### src/rtl/sv_scoreboard_pkg.sv
// Shared types and helpers for the stream scoreboard: FSM state encoding and a
// saturating increment used by all result counters.
package sv_scoreboard_pkg;

  typedef enum logic [1:0] {
    ST_RUN,
    ST_DRAIN,
    ST_DONE
  } sb_state_e;

  // Operates on a 64-bit carrier so any counter width up to 64 can share it.
  function automatic logic [63:0] sat_inc(input logic [63:0] value, input int unsigned width);
    logic [63:0] max_val;
    max_val = (width >= 64) ? '1 : ((64'd1 << width) - 64'd1);
    return (value >= max_val) ? max_val : value + 64'd1;
  endfunction

endpackage

### src/rtl/sv_sync_fifo.sv
// Single-clock FIFO with registered occupancy; full/empty derive from the count
// register only, so a same-cycle pop never reopens a full FIFO.
module sv_sync_fifo #(
  parameter int DATA_W = 32,
  parameter int DEPTH  = 8
) (
  input  logic                     clk,
  input  logic                     rst_n,
  input  logic                     push,
  input  logic [DATA_W-1:0]        push_data,
  input  logic                     pop,
  output logic [DATA_W-1:0]        head,
  output logic                     full,
  output logic                     empty,
  output logic [$clog2(DEPTH):0]   count
);

  localparam int AW = $clog2(DEPTH);
  localparam int CW = AW + 1;

  logic [DATA_W-1:0] mem [DEPTH];
  logic [AW-1:0]     wr_ptr;
  logic [AW-1:0]     rd_ptr;
  logic              do_push;
  logic              do_pop;

  assign full    = (count == CW'(DEPTH));
  assign empty   = (count == '0);
  assign do_push = push && !full;
  assign do_pop  = pop && !empty;
  assign head    = mem[rd_ptr];

  always_ff @(posedge clk or negedge rst_n) begin
    if (!rst_n) begin
      wr_ptr <= '0;
      rd_ptr <= '0;
      count  <= '0;
    end else begin
      if (do_push) wr_ptr <= wr_ptr + AW'(1);
      if (do_pop)  rd_ptr <= rd_ptr + AW'(1);
      case ({do_push, do_pop})
        2'b10:   count <= count + CW'(1);
        2'b01:   count <= count - CW'(1);
        default: count <= count;
      endcase
    end
  end

  // Storage is not reset; the pointers alone define what is valid.
  always_ff @(posedge clk) begin
    if (do_push) mem[wr_ptr] <= push_data;
  end

endmodule

### src/rtl/sv_stream_scoreboard.sv
// In-order scoreboard comparing a reference stream against DUT output beats.
// Optional watchdog enabled by defining SV_SCOREBOARD_TIMEOUT_EN.
module sv_stream_scoreboard
  import sv_scoreboard_pkg::*;
#(
  parameter int DATA_W         = 32,
  parameter int DEPTH          = 8,
  parameter int CNT_W          = 16,
  parameter int TIMEOUT_CYCLES = 1024
) (
  input  logic              clk,
  input  logic              rst_n,
  input  logic              exp_valid,
  output logic              exp_ready,
  input  logic [DATA_W-1:0] exp_data,
  input  logic              act_valid,
  output logic              act_ready,
  input  logic [DATA_W-1:0] act_data,
  input  logic              section_start,
  input  logic              finish,
  output logic [CNT_W-1:0]  passed_cnt,
  output logic [CNT_W-1:0]  failed_cnt,
  output logic [CNT_W-1:0]  skipped_cnt,
  output logic              mismatch_pulse,
  output logic [DATA_W-1:0] mismatch_exp,
  output logic [DATA_W-1:0] mismatch_act,
  output logic              done,
  output logic              verdict_fail,
  output logic              timeout
);

  localparam int CW = $clog2(DEPTH) + 1;

  if (DEPTH < 2 || (DEPTH & (DEPTH - 1)) != 0 || TIMEOUT_CYCLES < 1) begin : g_bad_params
    $error("sv_stream_scoreboard: DEPTH must be a power of two >= 2 and TIMEOUT_CYCLES >= 1");
  end

  sb_state_e         state;
  logic              skip_flag;
  logic              fifo_full;
  logic              fifo_empty;
  logic              fifo_pop;
  logic [DATA_W-1:0] fifo_head;
  logic [CW-1:0]     fifo_count;
  logic              exp_hs;
  logic              act_hs;
  logic              to_hit;

  logic [CNT_W-1:0]  passed_nxt;
  logic [CNT_W-1:0]  failed_nxt;
  logic [CNT_W-1:0]  skipped_nxt;
  logic              skip_nxt;
  logic              mismatch_nxt;

  assign exp_ready = (state == ST_RUN) && !fifo_full;
  assign act_ready = (state == ST_RUN) && !fifo_empty;
  assign exp_hs    = exp_valid && exp_ready;
  assign act_hs    = act_valid && act_ready;
  assign fifo_pop  = act_hs || ((state == ST_DRAIN) && !fifo_empty);

  sv_sync_fifo #(
    .DATA_W (DATA_W),
    .DEPTH  (DEPTH)
  ) u_fifo (
    .clk       (clk),
    .rst_n     (rst_n),
    .push      (exp_hs),
    .push_data (exp_data),
    .pop       (fifo_pop),
    .head      (fifo_head),
    .full      (fifo_full),
    .empty     (fifo_empty),
    .count     (fifo_count)
  );

  // section_start clears the flag before the compare so the beat joins the new section.
  always_comb begin
    passed_nxt   = passed_cnt;
    failed_nxt   = failed_cnt;
    skipped_nxt  = skipped_cnt;
    skip_nxt     = skip_flag;
    mismatch_nxt = 1'b0;
    if (state == ST_RUN) begin
      if (section_start) skip_nxt = 1'b0;
      if (act_hs) begin
        if (skip_nxt) begin
          skipped_nxt = CNT_W'(sat_inc(64'(skipped_cnt), CNT_W));
        end else if (act_data == fifo_head) begin
          passed_nxt = CNT_W'(sat_inc(64'(passed_cnt), CNT_W));
        end else begin
          failed_nxt   = CNT_W'(sat_inc(64'(failed_cnt), CNT_W));
          skip_nxt     = 1'b1;
          mismatch_nxt = 1'b1;
        end
      end
    end else if ((state == ST_DRAIN) && !fifo_empty) begin
      failed_nxt = CNT_W'(sat_inc(64'(failed_cnt), CNT_W));
    end
  end

`ifdef SV_SCOREBOARD_TIMEOUT_EN
  logic [31:0] to_cnt;

  assign to_hit = (state == ST_RUN) && !fifo_empty && !act_hs &&
                  (to_cnt == 32'(TIMEOUT_CYCLES - 1));

  always_ff @(posedge clk or negedge rst_n) begin
    if (!rst_n) begin
      to_cnt  <= '0;
      timeout <= 1'b0;
    end else begin
      if (act_hs || fifo_empty) to_cnt <= '0;
      else if (state == ST_RUN) to_cnt <= to_cnt + 32'd1;
      if (to_hit) timeout <= 1'b1;
    end
  end
`else
  assign to_hit  = 1'b0;
  assign timeout = 1'b0;
`endif

  // The last leftover pop moves straight to DONE, so N leftovers take N DRAIN cycles.
  always_ff @(posedge clk or negedge rst_n) begin
    if (!rst_n) begin
      state          <= ST_RUN;
      skip_flag      <= 1'b0;
      passed_cnt     <= '0;
      failed_cnt     <= '0;
      skipped_cnt    <= '0;
      mismatch_pulse <= 1'b0;
      mismatch_exp   <= '0;
      mismatch_act   <= '0;
      done           <= 1'b0;
      verdict_fail   <= 1'b0;
    end else begin
      passed_cnt     <= passed_nxt;
      failed_cnt     <= failed_nxt;
      skipped_cnt    <= skipped_nxt;
      skip_flag      <= skip_nxt;
      mismatch_pulse <= mismatch_nxt;
      if (mismatch_nxt) begin
        mismatch_exp <= fifo_head;
        mismatch_act <= act_data;
      end
      case (state)
        ST_RUN: begin
          if (finish || to_hit) state <= ST_DRAIN;
        end
        ST_DRAIN: begin
          if (fifo_empty || fifo_count == CW'(1)) begin
            state        <= ST_DONE;
            done         <= 1'b1;
            verdict_fail <= (failed_nxt != '0);
          end
        end
        ST_DONE: begin
          state <= ST_DONE;
        end
        default: state <= ST_RUN;
      endcase
    end
  end

endmodule

### config.mk
export PLATFORM = sky130hd
export DESIGN_NAME = sv_stream_scoreboard
export DESIGN_NICKNAME = d
export VERILOG_FILES = /design/src/rtl/sv_scoreboard_pkg.sv /design/src/rtl/sv_sync_fifo.sv /design/src/rtl/sv_stream_scoreboard.sv
export SDC_FILE = /design/constraint.sdc
export NUM_CORES = 1
export LEC_CHECK = 0
export ABC_AREA = 1
export CAP_MARGIN = 25
export CORE_ASPECT_RATIO = 1.25
export CORE_MARGIN = 3
export CORE_UTILIZATION = 50
export DETAILED_ROUTE_END_ITERATION = 8
export GPL_TIMING_DRIVEN = 1
export PLACE_DENSITY_LB_ADDON = 0.3
export SLEW_MARGIN = 20
export SYNTH_ARGS = -nofsm -noshare
export SYNTH_HDL_FRONTEND = slang
export SYNTH_SLANG_ARGS = --single-unit
### constraint.sdc
create_clock -name clk -period 5.8 [get_ports clk]
set_input_delay 1.45 -clock clk [delete_from_list [all_inputs] [get_ports clk]]
set_output_delay 1.45 -clock clk [all_outputs]
set_load 0.1 [all_outputs]
==> impl_metrics.csv <==
group,metric,value,unit
detailed_routing,wl_per_cell,17.2,µm
floorplan,die_x,173,µm
synth,ys.flop_type,"edfxtp_1",
floorplan,fp.dieH,215,µm
sta,max-slew-margin-rel,28.1,%
sta,clock_skew,0.0205,ns
detailed_routing,first_iter_violations,1377,
critical_path,end_kind,"flop",
detailed_routing,avgViaCountPerCell,5.20,
sta,setup_violations,0,
place,place_hpwl,27700,µm
clock_network,cts_resized,0,
synth,avgSynthCellArea,9.28,µm²
detailed_routing,drtAntennaViolNets,0,
sta,maxSlewViolCount,0,
layout,fillers,2751,
synth,synth_seq_area_share,62.6,%
synth,ys_ff_latch,384,
min_path,hold_path_class,"reg2reg",
layout,area_delta_synth_final,20.7,%
synth,synthMuxAreaShare,0,%
critical_path,arrival,5.12,ns
layout,multi_input_area,0.00531,mm²
power,switching_share,19.5,%
critical_path,crit_top_cell,"nand2_1",
layout,nets,2130,
sta,fmax,0.211,GHz
sta,period_minus_slack,4.74,ns
synth,synth_top_family_by_area,"simple AND/OR/NAND/NOR gates",
clock_network,cts_num_sinks,384,
clock_network,cts_buffers,38,
place,gp_congestion,0.856,
synth,synth_fp_nets,1955,
run,maxCapViolCount,0,
detailed_routing,dr.pass1.iters,5,
synth,synth_area_leaders,"edfxtp_1 44%, dfrtp_1 18%, nand2_1 12%",
synth,netlist.top_cell.by_area,"edfxtp_1",
floorplan,dieArea,0.0371,mm²
critical_path,crit_path_top_delay_cell,"nand2_4",
global_route,grt_max_degree,166,
power,power_density,264,mW/mm²
critical_path,critPathMaxFanout,74,
critical_path,max_stage_delay,0.71,ns
clock_network,clk_latency,0.53,ns
global_route,grt.total_usage,22.9,%
synth,synth_edf_count,256,
clock_network,clk_pin_slew,0.06,ns
clock_network,cts_hold_buffers,0,
global_route,grt_antenna_before_repair,2,
place,port_buffers,186,
critical_path,criticalPathCategory,"reg2reg",
sta,finalHoldViolCount,0,
floorplan,io_pins,188,
outcome,status,"complete, no violations",
synth,yosys.area.top_type_share,44.2,%
sta,fin_tns_setup,0,ns
detailed_routing,drc,0,
synth,yosys.area_share.simple,23.5,%
synth,synth_compound_area_share,4.75,%
power,leakagePower,9.06,nW
critical_path,r2r_setup_slack,1.06,ns
power,switchingPower,1.08,mW
critical_path,worstSetupStartpointType,"flop",
power,ir_drop,141,µV
layout,final-seq-area,0.0109,mm²
clock_network,clockBufferDepth,3,
sta,rsz0062_at_grt,"no",
sta,period_share,81.7,%
power,intPower,4.46,mW
detailed_routing,vias,13200,
synth,syn_inst,1874,
layout,final_core_util,61.8,%
power,clock_power_share,45.0,%
global_route,grt_first_pass_wirelength,67800,µm
clock_network,cts_tree,"built",
global_route,grt_pass1_vias,12500,
layout,drive_above_1_share,5.15,%
synth,synth_fa_ha_area_share,0.791,%
clock_network,root_buffer,"clkbuf_16",
clock_network,postCtsSetupBuffers,0,
critical_path,worstPathRequired,6.17,ns
critical_path,crit_chain,"inv_2, buf_4, nand2_1, nand3_1, nand3_1, nand2_1, nand2_1, nand2_1, nand2_1, nor2_1, nand2_1, nor2_1, nand2_2, nand2_4, buf_4, o21ai_0",
floorplan,fp-row-count,75,
synth,syn_area,0.0174,mm²
detailed_routing,routed_wl,43700,µm
synth,yosys_warnings,0,
synth,ys_types,36,
synth,async_reset_ff_share,33.3,%
power,pwr-share-comb,2.2,%
clock_network,htree_levels,2,
synth,synthXorXnorAreaFrac,1.06,%
sta,tightestPinTransition,1.08,ns
power,p_seq_share,52.8,%
floorplan,coreArea,0.0340,mm²
global_route,grt-ovfl-total,0,
floorplan,start_util,51.2,%
[through the flow]
stage	hold WS (ns)	instance area, µm²	instances	total power [mW]	worst slack [ns]
final	0.470	21000	2543	5.54	1.06
after floorplan	0.475	17400	1874	3.01	1.65
after global placement	0.452	19700	2469	3.10	1.04
after detailed placement	0.466	19700	2469	3.10	1.00
after global routing	0.507	21000	2542	5.70	0.596
after CTS	0.479	21000	2538	5.58	1.07
[cell usage in the layout (no fill, tap or decap), types with 4 or more instances in the layout]
master           instances
nand2_1                554
edfxtp_1               256
inv_1                  226
nand3_1                199
nor2_1                 195
clkdlybuf4s50_1        185
dfrtp_1                126
o21ai_0                110
clkbuf_16               39
buf_4                   20
xor2_1                  19
o21ai_1                 15
nor3_1                  14
o211ai_1                14
a21oi_1                 12
ha_1                    11
clkbuf_1                10
nor2_4                   8
inv_2                    6
nand4_1                  6
clkinv_2                 6
clkbuf_8                 5
or2_2                    4
bufinv_16                4
[kinds of logic (layout without fill, tap and decap cells)]
group           count (synthesis)  count (layout)
fa+ha+maj                      11              11
xor+xnor                       21              21
other cells                     1               4
compound gates                156             156
buf+inv                       306             510
simple gates                  995             995
flops                         384             384
[cell usage after synthesis (all sizes together), types with 11 or more instances]
master,count
nand3,199
nor2,204
xor2,19
o21ai,125
dfrtp,128
edfxtp,256
nand2,557
inv,232
ha,11
o211ai,14
nor3,16
clkbuf,22
buf,52
a21oi,12
[worst paths after layout]
kind                                  startpoint          endpoint  depth (start not counted)
worst max-delay path            u_fifo.rd_ptr[0]  mismatch_exp[23]                         16
worst min-delay path                        done              done                          1
worst max register to register  u_fifo.rd_ptr[0]  mismatch_exp[23]                         16
worst min register to register              done              done                          1
max in group asynchronous                  rst_n  u_fifo.rd_ptr[1]                          2
min in group asynchronous                  rst_n     passed_cnt[1]                          1
[cell type report]
cell class / count / share of cell area (%)
clock buffer: 54 / 5.15
sequential: 384 / 51.9
antenna: 3 / 0.0357
timing repair buffer: 209 / 9.91
clock inverter: 15 / 0.852
inverter: 232 / 4.15
tap: 462 / 2.75
multi-input combinational: 1184 / 25.3
[critical path, delay by kind of cell, from the launching register on]
kind | cells | cell delay (ns)
buf+inv | 3 | 1.42
compound gates | 1 | 0.16
simple gates | 12 | 2.36
flops | 1 | 0.50
[state kept, by name, summed over array words and instances (netlist names)]
signal          flops
u_fifo.wr_ptr       3
done                1
u_fifo.rd_ptr       3
state               2
skipped_cnt        16
u_fifo.mem        256
passed_cnt         16
mismatch_exp       32
verdict_fail        1
failed_cnt         16
u_fifo.count        4
mismatch_pulse      1
mismatch_act       32
skip_flag           1
[power by group through the flow]
| stage | sequential (mW) | clock, mW | combinational, mW |
|---|---|---|---|
| after floorplan | 2.98 | 0 | 0.0210 |
| after global routing | 2.92 | 2.65 | 0.133 |
| after detailed placement | 2.98 | 0 | 0.119 |
| after global placement | 2.98 | 0 | 0.116 |
| final | 2.93 | 2.49 | 0.121 |
| after CTS | 2.93 | 2.53 | 0.120 |
[layer usage]
metal / GRT usage, % / routed length [µm] / share of wire [%]
met4: 9.06 / 1320 / 3.0
met1: 30.1 / 18200 / 42
met5: 0 / 0 / 0
met2: 38.1 / 21000 / 48
met3: 4.18 / 3230 / 7.4
No activity file was read; power rests on OpenSTA's default activity.
